$ cat src/rtl/seq_pkg.sv
// seq_pkg: shared state encoding, default widths and the no-hit marker for the frame sequencer
package seq_pkg;
  typedef enum logic [1:0] {IDLE = 2'd0, SHIFT = 2'd1, DRAIN = 2'd2, DONE = 2'd3} state_e;
  localparam int FRAME_W_DEF = 18;
  localparam int LEN_W_DEF = 5;
  localparam logic [LEN_W_DEF-1:0] NO_HIT = '1;
endpackage

$ cat src/rtl/seq_hit_counter.sv
// seq_hit_counter: saturating hit tally plus capture of the bit index at the first hit
module seq_hit_counter #(
  parameter int CNT_W = 5,
  parameter int LEN_W = 5
) (
  input  logic             clk,
  input  logic             rst_n,
  input  logic             clr_i,
  input  logic             en_i,
  input  logic             det_i,
  input  logic [LEN_W-1:0] idx_i,
  output logic [CNT_W-1:0] hit_count_o,
  output logic [LEN_W-1:0] first_hit_pos_o,
  output logic             hit_seen_o
);
  logic [CNT_W-1:0] cnt_q, cnt_d;
  logic [LEN_W-1:0] pos_q, pos_d;
  logic seen_q, seen_d, hit;
  assign hit = en_i && det_i;
  // clear on a new frame, otherwise count hits without wrapping and latch the first position
  always_comb begin
    cnt_d = clr_i ? '0 : hit && cnt_q != '1 ? cnt_q + 1'b1 : cnt_q;
    pos_d = clr_i ? '1 : hit && !seen_q ? idx_i : pos_q;
    seen_d = !clr_i && (seen_q || hit);
  end
  // result registers
  always_ff @(posedge clk or negedge rst_n) begin
    if (!rst_n) begin
      cnt_q <= '0;
      pos_q <= '1;
      seen_q <= 1'b0;
    end else begin
      cnt_q <= cnt_d;
      pos_q <= pos_d;
      seen_q <= seen_d;
    end
  end
  assign hit_count_o = cnt_q;
  assign first_hit_pos_o = pos_q;
  assign hit_seen_o = seen_q;
endmodule

$ cat src/rtl/seq_stream_ctrl.sv
// seq_stream_ctrl: shifts a captured frame out on seq_o and tallies detector hits over the frame
module seq_stream_ctrl
  import seq_pkg::*;
#(
  parameter int FRAME_W = FRAME_W_DEF,
  parameter int LEN_W = LEN_W_DEF,
  parameter int CNT_W = 5,
  parameter int DRAIN_CYC = 2,
  parameter bit LSB_FIRST = 1'b1
) (
  input  logic               clk,
  input  logic               rst_n,
  input  logic               start_i,
  input  logic               abort_i,
  input  logic [FRAME_W-1:0] frame_data_i,
  input  logic [LEN_W-1:0]   frame_len_i,
  output logic               seq_o,
  input  logic               det_in_i,
  output logic               busy_o,
  output logic               done_o,
  output logic [CNT_W-1:0]   hit_count_o,
  output logic [LEN_W-1:0]   first_hit_pos_o,
  output logic               hit_seen_o
);
  localparam int DW = DRAIN_CYC > 0 ? $clog2(DRAIN_CYC + 1) : 1;
  localparam logic [LEN_W-1:0] MAX_LEN = LEN_W'(FRAME_W);
  state_e state_q, state_d;
  logic [LEN_W-1:0] idx_q, idx_d, len_q, len_d, len_in;
  logic [DW-1:0] drain_q, drain_d;
  logic [FRAME_W-1:0] sr_q, sr_d, cap, src;
  logic seq_q, seq_d, accept, last, run;
  assign len_in = frame_len_i > MAX_LEN ? MAX_LEN : frame_len_i;
  assign accept = state_q == IDLE && start_i;
  assign last = idx_q == len_q - 1'b1;
  assign run = state_q == SHIFT || state_q == DRAIN;
  // MSB-first frames are pre-aligned once at capture so bit len-1 sits at the top of the shifter
  assign cap = LSB_FIRST ? frame_data_i : frame_data_i << (MAX_LEN - len_in);
  assign src = accept ? cap : sr_q;
  // state, shifter and counters
  always_ff @(posedge clk or negedge rst_n) begin
    if (!rst_n) begin
      state_q <= IDLE;
      idx_q <= '0;
      len_q <= '0;
      drain_q <= '0;
      sr_q <= '0;
      seq_q <= 1'b0;
    end else begin
      state_q <= state_d;
      idx_q <= idx_d;
      len_q <= len_d;
      drain_q <= drain_d;
      sr_q <= sr_d;
      seq_q <= seq_d;
    end
  end
  // next state: abort beats progress, the last bit leads into the drain window
  always_comb begin
    state_d = state_q;
    case (state_q)
      IDLE:    state_d = !start_i ? IDLE : len_in == '0 ? DONE : SHIFT;
      SHIFT:   state_d = abort_i ? IDLE : !last ? SHIFT : DRAIN_CYC == 0 ? DONE : DRAIN;
      DRAIN:   state_d = abort_i ? IDLE : drain_q == DW'(1) ? DONE : DRAIN;
      default: state_d = IDLE;
    endcase
  end
  // datapath next values; idx_q parks at len-1 through the drain so it doubles as the hit position
  always_comb begin
    idx_d = accept ? '0 : state_q == SHIFT && !last ? idx_q + 1'b1 : idx_q;
    len_d = accept ? len_in : len_q;
    drain_d = state_q == SHIFT ? DW'(DRAIN_CYC) : state_q == DRAIN ? drain_q - 1'b1 : drain_q;
    sr_d = accept || state_q == SHIFT ? (LSB_FIRST ? src >> 1 : src << 1) : sr_q;
    seq_d = state_d == SHIFT && (LSB_FIRST ? src[0] : src[FRAME_W-1]);
  end
  assign seq_o = seq_q;
  assign busy_o = run;
  assign done_o = state_q == DONE;
  seq_hit_counter #(.CNT_W(CNT_W), .LEN_W(LEN_W)) u_hits (
    .clk             (clk),
    .rst_n           (rst_n),
    .clr_i           (accept),
    .en_i            (run),
    .det_i           (det_in_i),
    .idx_i           (idx_q),
    .hit_count_o     (hit_count_o),
    .first_hit_pos_o (first_hit_pos_o),
    .hit_seen_o      (hit_seen_o)
  );
endmodule
$ cat config.mk
export PLATFORM = sky130hd
export DESIGN_NAME = seq_stream_ctrl
export DESIGN_NICKNAME = d
export VERILOG_FILES = /design/src/rtl/seq_pkg.sv /design/src/rtl/seq_hit_counter.sv /design/src/rtl/seq_stream_ctrl.sv
export SDC_FILE = /design/constraint.sdc
export NUM_CORES = 1
export LEC_CHECK = 0
export CORE_ASPECT_RATIO = 1.2
export CORE_UTILIZATION = 32
export CTS_CLUSTER_SIZE = 8
export DETAILED_ROUTE_END_ITERATION = 7
export HOLD_SLACK_MARGIN = 0.02
export PLACE_DENSITY_LB_ADDON = 0.08
export SLEW_MARGIN = 30
export SYNTH_ARGS = -nofsm -noshare
export SYNTH_HDL_FRONTEND = slang
export SYNTH_HIERARCHICAL = 1
export SYNTH_SLANG_ARGS = --single-unit
$ cat constraint.sdc
create_clock -name clk -period 2.55 [get_ports clk]
set_input_delay 0.3825 -clock clk [delete_from_list [all_inputs] [get_ports clk]]
set_output_delay 0.3825 -clock clk [all_outputs]
set_load 0.01 [all_outputs]
==> results.py <==
metrics = {
    "critical_path": {
        "regToRegSetupSlack_ns": 0.70,
        "cp.arrival_ns": 1.86,
        "path_depth": 3,
        "slowest_delay_ns": 0.61,
        "path_delay_family": "buffers and inverters",
        "endpoint_kind": "output pin",
        "cp-startpoint": "state_q[1]",
        "regToRegStartpoint": "len_q[0]",
        "path_cells": "inv_1 > ha_1 > clkdlybuf4s50_1",
        "cp_max_fo": 8,
        "setup.worst_path.class": "flip-flop to output pin",
        "critPathRequiredTime_ns": 2.17,
        "rr_worst_depth": 7,
        "worst_setup_path_start_kind": "flip-flop",
        "crit_slowest_cell": "clkdlybuf4s50_1",
        "cp.buffers_inverters": 2,
    },
    "detailed_routing": {
        "dr.pass1.iters": 4,
        "dr.first_iter.drc_count": 56,
        "drc": 0,
        "viasPerCell": 4.81,
        "postRouteAntennaNets": 0,
        "vias": 1738,
        "wire_per_inst_um": 13.3,
        "postRouteWirelength_um": 4790,
    },
    "clocking": {
        "cts_buffer_depth": 2,
        "clock_sinks": 43,
        "clkLatencyLatePin_ns": 0.30,
        "hold_buffers": 0,
        "cts_tree": "done",
        "cts.clk_slew.worst_paths_ns": 0.09,
        "ctsResizeCount": 0,
        "root_buffer": "clkbuf_8",
        "postCtsSetupRepairBufs": 0,
        "cts_made_buffers": 5,
        "htree_levels": 2,
    },
    "job": {
        "cap_violations": 0,
    },
    "placement": {
        "gp_congestion": 0.716,
        "io_buffers": 41,
        "detailed_place_hpwl_um": 3360,
        "dp_slack_ns": 0.396,
        "dp.cells": 353,
    },
    "timing": {
        "hold_viol": 0,
        "slew_headroom_pct": 75.3,
        "final.min_clock_period_ns": 2.25,
        "setup_viol": 0,
        "fin_crit_sh_pct": 88.1,
        "worstMarginPinSlew_ns": 0.370,
        "layout_setup_ws_ns": 0.304,
        "fin_skew_ns": 0.00728,
        "finalSetupTns_ns": 0,
        "fmax_mhz": 445,
        "rsz0062_at_grt": "false",
        "drv_slew": 0,
    },
    "yosys": {
        "async_reset_ff_share_pct": 100,
        "synth.ff_latch_count": 43,
        "synthFlopType": "dfrtp_1",
        "synth_nets": 266,
        "ys_types": 40,
        "syn-cell-area_um2": 2280,
        "synthCells": 229,
        "ys_seq_area_share_pct": 47.6,
        "synth-edff-count": 0,
        "synth.avg_cell_area_um2": 9.94,
        "yosysWarnings": 6,
    },
    "finish": {
        "mostFrequentLayoutCells": "clkdlybuf4s50_1, dfrtp_1, nand2_1, o21ai_0, mux2i_1",
        "final_core_utilization_pct": 42.3,
        "synthToLayoutAreaGrowth_pct": 27.3,
        "layout.cells.non_filler": 361,
        "fin_nets": 310,
        "layout-drive-gt1-share_pct": 10.2,
        "fillCellCount": 715,
        "antenna_cells": 0,
        "final_common_cell": "clkdlybuf4s50_1",
    },
    "global_route": {
        "grt_max_degree": 41,
        "first_global_vias": 1741,
        "grt_util_all_layers_pct": 14.4,
        "antenna_found_initial": 0,
        "grt_overflow": 0,
        "grt_pass1_wl_um": 8310,
    },
    "worst_hold_path": {
        "min_path_type": "input port to asynchronous set/reset pin",
    },
    "die": {
        "rows": 33,
        "chipHeight_um": 94.4,
        "coreArea_um2": 6850,
        "die_area_um2": 7460,
        "die_w_um": 79.0,
        "initial_core_util_pct": 33.2,
        "io_pins": 42,
    },
    "power_and_ir_drop": {
        "irDropWorstVdd_uv": 373,
        "power.density_nw_per_um2": 1070,
        "p_leak_nw": 1.28,
    },
    "run_status": {
        "status": "completed",
    },
}
[stage by stage]
| stage | total power [mW] | area (um^2) | hold slack [ns] |
|---|---|---|---|
| after CTS | 3.17 | 2900 | 0.0425 |
| after detailed placement | 2.61 | 2790 | 0.378 |
| after floorplan | 2.18 | 2280 | 0.0869 |
| final | 3.11 | 2900 | 0.0454 |
| after global placement | 2.59 | 2790 | 0.376 |
| after global routing | 3.38 | 2900 | 0.0617 |
[registers in the layout, indices dropped and copies added (netlist names)]
name and flops:
seq_o 1, state_q 2, u_hits/first_hit_pos_o 5, u_hits/hit_count_o 5
sr_q 17, u_hits/hit_seen_o 1, drain_q 2, idx_q 5
len_q 5
[metal layers]
layer	routed length (um)	track usage (%)	vias up	part of all wire, %
met3	183	2.61	5	3.8
met4	73	5.91	0	1.5
li1	-	-	877	-
met2	2350	24.4	41	49
met5	0	0	-	0
met1	2180	17.8	815	46
[synthesized netlist by cell type, types with 3 or more instances]
master	count	area, um^2
nand3_1	3	15.0
buf_2	3	15.0
dfstp_2	5	131
or3_1	3	18.8
a2111o_1	3	33.8
dfrtp_1	38	951
mux2i_1	20	200
clkbuf_1	7	26.3
nand2_1	36	135
xor2_1	3	26.3
nor2_1	14	52.6
ha_1	9	113
a21oi_1	8	40.0
a211o_1	5	43.8
xnor2_1	5	43.8
inv_1	12	45.0
nand3b_1	3	22.5
o21ai_2	3	26.3
o21ai_0	23	115
[kinds of logic after synthesis]
kind of cell               Yosys count  share of synthesized area, %
muxes                               21                          9.29
adders and majority gates            9                          4.95
AOI/OAI and AO/OA                   49                          14.0
buffers and inverters               24                          4.45
xor gates and xnor gates             8                          3.08
and+or+nand+nor                     75                          16.7
DFF                                 43                          47.6
[worst register-to-register path, stage by stage, from the launching register on]
cell	delay (ns)
dfrtp_1	0.41
inv_1	0.09
ha_1	0.17
inv_1	0.06
nor4b_1	0.30
o22a_1	0.39
a21oi_1	0.18
mux2i_1	0.15
[path summary, 6_finish.rpt]
kind,to
setup / recovery,busy_o
hold / removal,idx_q[1]
setup reg to reg,idx_q[0]
hold reg to reg,len_q[4]
max in group asynchronous,u_hits/first_hit_pos_o[0]
min in group clk,len_q[4]
[cell type report]
cell class                 instances  area (um^2)  area share (%)
multi-input combinational        162         1090            37.7
sequential                        43         1080            37.4
timing repair buffer              48          458            15.8
tap                               87          109            3.76
clock buffer                       7         76.3            2.63
inverter                          13         48.8            1.68
clock inverter                     1         30.0            1.04
[report_power, final]
| part | internal [mW] | leakage, nW | switching, mW |
|---|---|---|---|
| Combinational | 0.667 | 0.693 | 0.730 |
| Sequential | 0.980 | 0.537 | 0.198 |
| Clock | 0.294 | 0.0524 | 0.240 |
(Power assumes the default switching activity.)
